$ cat config.mk
export PLATFORM = sky130hd
export DESIGN_NAME = pipeline_hazard_ctrl
export DESIGN_NICKNAME = d
export VERILOG_FILES = /design/src/rtl/pipe_pkg.sv /design/src/rtl/hazard_match.sv /design/src/rtl/pipeline_hazard_ctrl.sv
export SDC_FILE = /design/constraint.sdc
export NUM_CORES = 1
export LEC_CHECK = 0
export CAP_MARGIN = 20
export CORE_ASPECT_RATIO = 1.5
export CORE_MARGIN = 4
export CORE_UTILIZATION = 45
export DETAILED_ROUTE_END_ITERATION = 16
export DONT_BUFFER_PORTS = 1
export GPL_TIMING_DRIVEN = 0
export PLACE_DENSITY = 0.72
export SYNTH_ARGS = -nofsm -noshare
export SYNTH_HDL_FRONTEND = slang
export SYNTH_SLANG_ARGS = --single-unit
$ cat constraint.sdc
create_clock -name clk -period 4.8 [get_ports clk]
set_input_delay 0.48 -clock clk [delete_from_list [all_inputs] [get_ports clk]]
set_output_delay 0.48 -clock clk [all_outputs]
set_load 0.02 [all_outputs]
$ cat src/rtl/pipe_pkg.sv
// Shared types and encodings for the pipeline hazard controller.
// Holds forwarding-select encodings, FSM states, the PC register index
// and the shadow-pipeline entry type used by the controller and matcher.
package pipe_pkg;

  localparam int RD_W   = 4;
  localparam int PC_REG = 15;

  localparam logic [1:0] FWD_RF  = 2'b00;
  localparam logic [1:0] FWD_EX  = 2'b01;
  localparam logic [1:0] FWD_MEM = 2'b10;
  localparam logic [1:0] FWD_WB  = 2'b11;

  typedef enum logic [1:0] {
    ST_RUN    = 2'd0,
    ST_STALL  = 2'd1,
    ST_SQUASH = 2'd2
  } state_t;

  typedef struct packed {
    logic            valid;
    logic [RD_W-1:0] rd;
    logic            rf_e;
    logic            load;
  } shadow_t;

  // A source depends on a stage when the stage holds a live register write
  // to that index, the ID instruction really reads it, and it is not the PC.
  function automatic logic stage_match(input shadow_t s, input logic [RD_W-1:0] src,
                                       input logic use_bit, input logic [RD_W-1:0] pc_idx);
    return s.valid && s.rf_e && (s.rd == src) && use_bit && (src != pc_idx);
  endfunction

endpackage

$ cat src/rtl/hazard_match.sv
// Compares one ID-stage source register against the EX, MEM and WB shadow
// entries. Reports a hit per stage ({wb, mem, ex}) and the priority forward
// select (nearest producer wins). Honours macro HAZARD_FWD_EN: when it is
// undefined the forward select is tied to the register-file path.
module hazard_match
  import pipe_pkg::*;
#(
  parameter int REG_W  = RD_W,
  parameter int PC_REG = pipe_pkg::PC_REG
) (
  input  logic [REG_W-1:0] src,
  input  logic             use_src,
  input  shadow_t          ex_s,
  input  shadow_t          mem_s,
  input  shadow_t          wb_s,
  output logic [2:0]       hit,
  output logic [1:0]       sel
);

  localparam logic [REG_W-1:0] PC_IDX = REG_W'(PC_REG);

  // Per-stage dependency test followed by the EX > MEM > WB priority select.
  always_comb begin
    hit[0] = stage_match(ex_s,  src, use_src, PC_IDX);
    hit[1] = stage_match(mem_s, src, use_src, PC_IDX);
    hit[2] = stage_match(wb_s,  src, use_src, PC_IDX);
`ifdef HAZARD_FWD_EN
    if (hit[0])      sel = FWD_EX;
    else if (hit[1]) sel = FWD_MEM;
    else if (hit[2]) sel = FWD_WB;
    else             sel = FWD_RF;
`else
    sel = FWD_RF;
`endif
  end

endmodule

$ cat src/rtl/pipeline_hazard_ctrl.sv
// Hazard and sequencing controller for the 5-stage pipeline.
// Keeps a shadow copy of EX/MEM/WB destination info, detects load-use
// (or, without forwarding, any RAW) hazards, squashes on taken branches,
// and drives PC/IF-ID enables, the bubble mux and EX forwarding selects.
// Macro HAZARD_FWD_EN: defined = forwarding with load-use stalls only;
// undefined = no forwarding, any pending producer stalls ID.
module pipeline_hazard_ctrl
  import pipe_pkg::*;
#(
  parameter int REG_W  = RD_W,
  parameter int PC_REG = pipe_pkg::PC_REG,
  parameter int CNT_W  = 16
) (
  input  logic             clk,
  input  logic             reset,
  input  logic [REG_W-1:0] id_rn,
  input  logic [REG_W-1:0] id_rm,
  input  logic [REG_W-1:0] id_rd,
  input  logic             id_use_rn,
  input  logic             id_use_rm,
  input  logic             id_use_rd,
  input  logic             id_rf_e,
  input  logic             id_load,
  input  logic             id_branch_taken,
  output logic             pc_e,
  output logic             ifid_e,
  output logic             ifid_clr,
  output logic             ctrl_nop_s,
  output logic [1:0]       fwd_a,
  output logic [1:0]       fwd_b,
  output logic [1:0]       fwd_c,
  output logic [CNT_W-1:0] stall_cnt
);

  state_t     state;
  shadow_t    ex_s, mem_s, wb_s;
  logic [2:0] hit_a, hit_b, hit_c;
  logic [1:0] sel_a, sel_b, sel_c;
  logic [2:0] stall_mask;
  logic       hazard;

  hazard_match #(.REG_W(REG_W), .PC_REG(PC_REG)) u_match_rn (
    .src(id_rn), .use_src(id_use_rn), .ex_s(ex_s), .mem_s(mem_s), .wb_s(wb_s),
    .hit(hit_a), .sel(sel_a)
  );

  hazard_match #(.REG_W(REG_W), .PC_REG(PC_REG)) u_match_rm (
    .src(id_rm), .use_src(id_use_rm), .ex_s(ex_s), .mem_s(mem_s), .wb_s(wb_s),
    .hit(hit_b), .sel(sel_b)
  );

  hazard_match #(.REG_W(REG_W), .PC_REG(PC_REG)) u_match_rd (
    .src(id_rd), .use_src(id_use_rd), .ex_s(ex_s), .mem_s(mem_s), .wb_s(wb_s),
    .hit(hit_c), .sel(sel_c)
  );

  // Which stage hits force a stall: only a load sitting in EX when forwarding
  // exists, otherwise any producer still in flight.
  always_comb begin
`ifdef HAZARD_FWD_EN
    stall_mask = {1'b0, 1'b0, ex_s.load};
`else
    stall_mask = 3'b111;
`endif
    hazard = |((hit_a | hit_b | hit_c) & stall_mask);
  end

  // Pipeline control outputs react in the same cycle as the ID instruction,
  // so they are decoded from the hazard and reset rather than the state reg.
  always_comb begin
    pc_e       = 1'b1;
    ifid_e     = 1'b1;
    ifid_clr   = 1'b0;
    ctrl_nop_s = 1'b0;
    fwd_a      = sel_a;
    fwd_b      = sel_b;
    fwd_c      = sel_c;
    if (reset) begin
      pc_e       = 1'b0;
      ifid_e     = 1'b0;
      ifid_clr   = 1'b1;
      ctrl_nop_s = 1'b1;
      fwd_a      = FWD_RF;
      fwd_b      = FWD_RF;
      fwd_c      = FWD_RF;
    end else if (hazard) begin
      pc_e       = 1'b0;
      ifid_e     = 1'b0;
      ctrl_nop_s = 1'b1;
    end else if (id_branch_taken) begin
      ifid_clr   = 1'b1;
    end
  end

  // FSM, shadow pipeline advance and saturating stall counter; a bubble or
  // the squashed slot after a clear enters EX as an invalid entry.
  always_ff @(posedge clk) begin
    if (reset) begin
      state     <= ST_RUN;
      ex_s      <= '0;
      mem_s     <= '0;
      wb_s      <= '0;
      stall_cnt <= '0;
    end else begin
      if (hazard)               state <= ST_STALL;
      else if (id_branch_taken) state <= ST_SQUASH;
      else                      state <= ST_RUN;

      wb_s  <= mem_s;
      mem_s <= ex_s;
      if (hazard || (state == ST_SQUASH)) begin
        ex_s <= '0;
      end else begin
        ex_s.valid <= 1'b1;
        ex_s.rd    <= id_rd;
        ex_s.rf_e  <= id_rf_e;
        ex_s.load  <= id_load;
      end

      if (hazard && (stall_cnt != {CNT_W{1'b1}}))
        stall_cnt <= stall_cnt + 1'b1;
    end
  end

endmodule

Word level (Yosys, flattened, before mapping)

Cells that the tools add are included.

Bits in registers: 36
Output and inout bits: 26
Word-level logic and storage cells: 74

Add/sub/neg operators: 1
Equal/unequal tests: 14
Muxes and demuxes: 10
Bitwise gates (word level): 2
Reduce and logical (&&, ||, !) cells: 35

Operators with widths:

| kind                  | count |
|---|---|
| $eq 4x4->1            | 9 |
| $logic_and 1x1->1     | 31 |
| $add 16x1->16 const B | 1 |
| $ne 16x16->1 const B  | 1 |
| $ne 4x4->1 const B    | 3 |
| $mux 1                | 8 |
| $mux 7                | 1 |
| $or 3x3->3            | 2 |
| $reduce_or 4->1       | 1 |
| $reduce_or 3->1       | 1 |
| $eq 2x2->1 const B    | 1 |
| $mux 2                | 1 |
| $reduce_or 2->1       | 1 |
| $logic_or 1x1->1      | 1 |

Longest topological paths before layout

Depth after elaboration: 9
Gate-level depth with buffers: 8
Depth with buffers taken out: 7

Cells and area by module

A second synthesis with hierarchy kept.

Cell total of the unflattened synthesis: 247
Area total of the unflattened synthesis: 2124.5 µm²

Modules (own cells, without submodules):

| module               | instances | cells an instance | area an instance (µm²) | seq. area each (µm²) |
|---|---|---|---|---|
| pipeline_hazard_ctrl | 1         | 169               | 1587.8                 | 780.7 |
| hazard_match         | 3         | 26                | 178.9                  | 0.0 |

Worst setup path after synthesis

OpenSTA, ideal clock, no wires.

Path kind: input-to-output
From: in id_rm[3]
To: out pc_e
Arrival: 1957 ps
Required time: 4320 ps
Path slack: 2363 ps
Stages: 8
Path through: xnor2_1 -> nand4_1 -> o22ai_1 -> o211a_1 -> nor4_4 -> buf_6 -> and2_1 -> buf_4

Longest elaborated chain between the ends: 9
Elaborated cells on any way between the ends: 18
Those cells by class: 4 x eq/ne; 2 x mux; 2 x bitwise; 10 x reduce/logical

RTL lines:

| what                           | RTL line                   | source |
|---|---|---|
| start, declared                | pipeline_hazard_ctrl.sv:17 | `input logic [REG_W-1:0] id_rm,` |
| $eq 4x4->1                     | pipe_pkg.sv:31             | `return s.valid && s.rf_e && (s.rd == src) && use_bit && (src != pc_idx);` |
| $logic_and 1x1->1 (3 in a row) | pipe_pkg.sv:31             |  |
| $or 3x3->3 * (2 in a row)      | pipeline_hazard_ctrl.sv:65 | `hazard = \|((hit_a \| hit_b \| hit_c) & stall_mask);` |
| $reduce_or 3->1 *              | pipeline_hazard_ctrl.sv:65 |  |
| $mux 1 * (2 in a row)          | -                          |  |
| end, declared                  | pipeline_hazard_ctrl.sv:25 | `output logic pc_e,` |

Every way passes the cells marked *; elsewhere a longest branch is shown, timed or not.

Worst setup path after layout

From: reg, netlist name wb_s[5]
To: out pc_e

Longest elaborated chain between the ends: 9
Elaborated cells on any way between the ends: 17
Those cells by class: 3 x eq/ne; 2 x mux; 2 x bitwise; 10 x reduce/logical

RTL lines:

| what                           | RTL line |
|---|---|
| $eq 4x4->1                     | pipe_pkg.sv:31 |
| $logic_and 1x1->1 (3 in a row) | pipe_pkg.sv:31 |
| $or 3x3->3                     | pipeline_hazard_ctrl.sv:65 |
| $or 3x3->3 *                   | pipeline_hazard_ctrl.sv:65 |
| $reduce_or 3->1 *              | pipeline_hazard_ctrl.sv:65 |
| $mux 1 * (2 in a row)          | - |

Marked as above.

==> impl_metrics.yaml <==
layout:
  drive_above_1_share_pct: 11.1
  n_antenna_cell: 0
  layout.cells.non_filler: 280
  syn2layout_area_growth_pct: 9.65
  nets: 254
  final_cell_mix: "36 x dfxtp_1, 18 x xnor2_1, 18 x xor2_1"
  nFillCells: 415
  layout_commonest_cell: "dfxtp_1"
clocking:
  worstSkewPairLatency_ns: 0.29
  clkTransAtPathRegs_ns: 0.07
  cts_buffer_depth: 2
  holdBufCountCts: 0
  cts.sink_count: 36
  numCtsBuffers: 5
  cts_tree: "built"
  cts_root_buf: "clkbuf_8"
  cts_max_level: 2
  post_cts_resized: 0
  post-cts-setup-buffers: 0
synthesis:
  yosysSeqAreaShare_pct: 37.1
  synth-edff-count: 0
  synth_cell_types: 41
  yosysWarnings: 0
  synth_compound_gate_area_share_pct: 9.59
  async_flop_share_pct: 0
  synth-xor-area-share_pct: 16.2
  netlist_area_mm2: 0.00194
  synth_top_family_by_area: "simple AND/OR/NAND/NOR gates"
  netlist_instances: 221
  synth_top_flop_cell: "dfxtp_1"
  syn_avg_cell_area_um2: 8.80
  synthAdderAreaFrac_pct: 0.644
  synthMuxAreaShare_pct: 2.06
  synthSimpleGateAreaFrac_pct: 28.7
  ys_seq_elements: 36
floorplan:
  die_area_mm2: 0.00546
  initial_utilization_pct: 46.2
  die_h_um: 88.5
  chipWidth_um: 61.7
  ios: 46
  core_area_mm2: 0.00421
  rows: 29
route:
  vias: 1579
  drc: 0
  drtPass1Iterations: 4
  wl_per_cell_um: 15.3
  via_per_inst: 5.64
  drt_iter0_drc: 57
  wirelength_mm: 4.28
  ant_nets: 0
worst_setup_path:
  end_kind: "output pin"
  crit_type: "reg -> out"
  crit_path_start_kind: "register"
  cp.required_ns: 4.32
  worst_ep_arrival_time_ns: 2.36
  worstPathMaxFanout: 10
sta:
  period_needed_ns: 2.84
  slew_violations: 0
  period_share_pct: 59.1
  hold_viol_final: 0
  max_freq_ghz: 0.352
  rsz0062_at_grt: "no"
  setup_viol: 0
  skew_ns: 0.0107
  setup_tns_ns: 0
  worstMarginPinSlew_ns: 0.512
  slew_headroom_pct: 65.9
place:
  place_congestion: 0.851
  hpwl_mm: 3.32
  portBuffers: 0
  dp.cells: 272
global_routing:
  global_route.overflow_total: 0
  antenna_found_initial: 0
  grt_pass1_vias: 1551
  track_usage_pct: 17.3
  grt_pass1_wl_mm: 6.89
  grt_max_degree: 13
run_status:
  status: "finished, final reports clean"
power_and_ir_drop:
  ir_drop_mv: 0.249
  p_leak_nw: 0.777
  p_per_area_mw_per_mm2: 295
min_path:
  hold_path_class: "in -> reg"
run:
  maxCapViolCount: 0
[Yosys cell counts (3+ instances only)]
cell | count | area share [%]
nand3_1 | 6 | 1.5
or4_1 | 3 | 1.2
buf_4 | 7 | 2.7
xor2_1 | 18 | 8.1
a21oi_1 | 14 | 3.6
nand2_1 | 17 | 3.3
and3_1 | 3 | 0.97
nand4_1 | 16 | 5.1
nor2_1 | 7 | 1.4
o21ai_0 | 7 | 1.8
clkbuf_1 | 3 | 0.58
nor3_1 | 7 | 1.8
or3_1 | 7 | 2.3
inv_1 | 3 | 0.58
o31ai_1 | 3 | 1.2
and2_1 | 7 | 2.3
dfxtp_1 | 36 | 37
nor2b_1 | 14 | 4.5
xnor2_1 | 18 | 8.1
[stage by stage]
stage | cell area (um^2) | setup WS [ns] | power [mW] | hold WS [ns] | util, %
global route | 2130 | 1.81 | 0.659 | 0.287 | 50.7
global placement | 2020 | 2.16 | 0.373 | 0.488 | 48.0
floorplan | 1960 | 2.36 | 0.365 | 0.475 | -
CTS | 2130 | 1.92 | 0.639 | 0.294 | 50.7
finish | 2130 | 1.96 | 0.629 | 0.310 | 50.7
detailed placement | 2020 | 2.13 | 0.374 | 0.494 | 48.0
[metal layers]
layer,track usage (%),share of wire [%],vias up
met5,0,0,-
met4,8.69,2.4,0
met3,5.69,7.1,8
met2,29.8,54,50
met1,18.3,37,734
li1,-,-,787
[sequential cells by signal, summed over array words and instances, names as in the netlist]
name / flops
ex_s: 6
mem_s: 6
stall_cnt: 16
state: 2
wb_s: 6
[area by class of cell]
type | count | area, um^2 | share of cell area [%]
Buffer | 14 | 96.3 | 4.52
Clock buffer | 5 | 68.8 | 3.23
Clock inverter | 3 | 42.5 | 2.00
Inverter | 3 | 11.3 | 0.528
Multi-Input combinational cell | 173 | 1130 | 53.2
Sequential cell | 36 | 721 | 33.8
Tap cell | 46 | 57.6 | 2.70
[worst max-delay path: stages, from the launching register on]
cell and delay, ns:
dfxtp_1 0.41, xnor2_1 0.08, nand4_1 0.12, o22ai_1 0.09, o211a_1 0.24, nor4_4 0.44
buf_6 0.20, and2_1 0.29, buf_4 0.20
[worst paths after layout]
check,start,end,slack [ns],cells past startpoint
setup / recovery,wb_s[5],pc_e,1.96,8
hold / removal,id_rf_e,ex_s[1],0.31,1
setup reg to reg,stall_cnt[3],stall_cnt[15],2.55,6
hold reg to reg,ex_s[6],mem_s[6],0.50,1
[cell families after synthesis]
logic type,Yosys count
fa+ha+maj,1
xor+xnor,36
flops,36
mux,3
compound gates,31
buf+inv,17
simple gates,96
other cells,1
[where the power goes]
group	switching, mW	internal [mW]	total, mW
clock network	0.109	0.154	0.262
logic	0.0271	0.0264	0.0535
registers	0.00795	0.306	0.313
total	0.144	0.486	0.629
(Power assumes the default switching activity.)
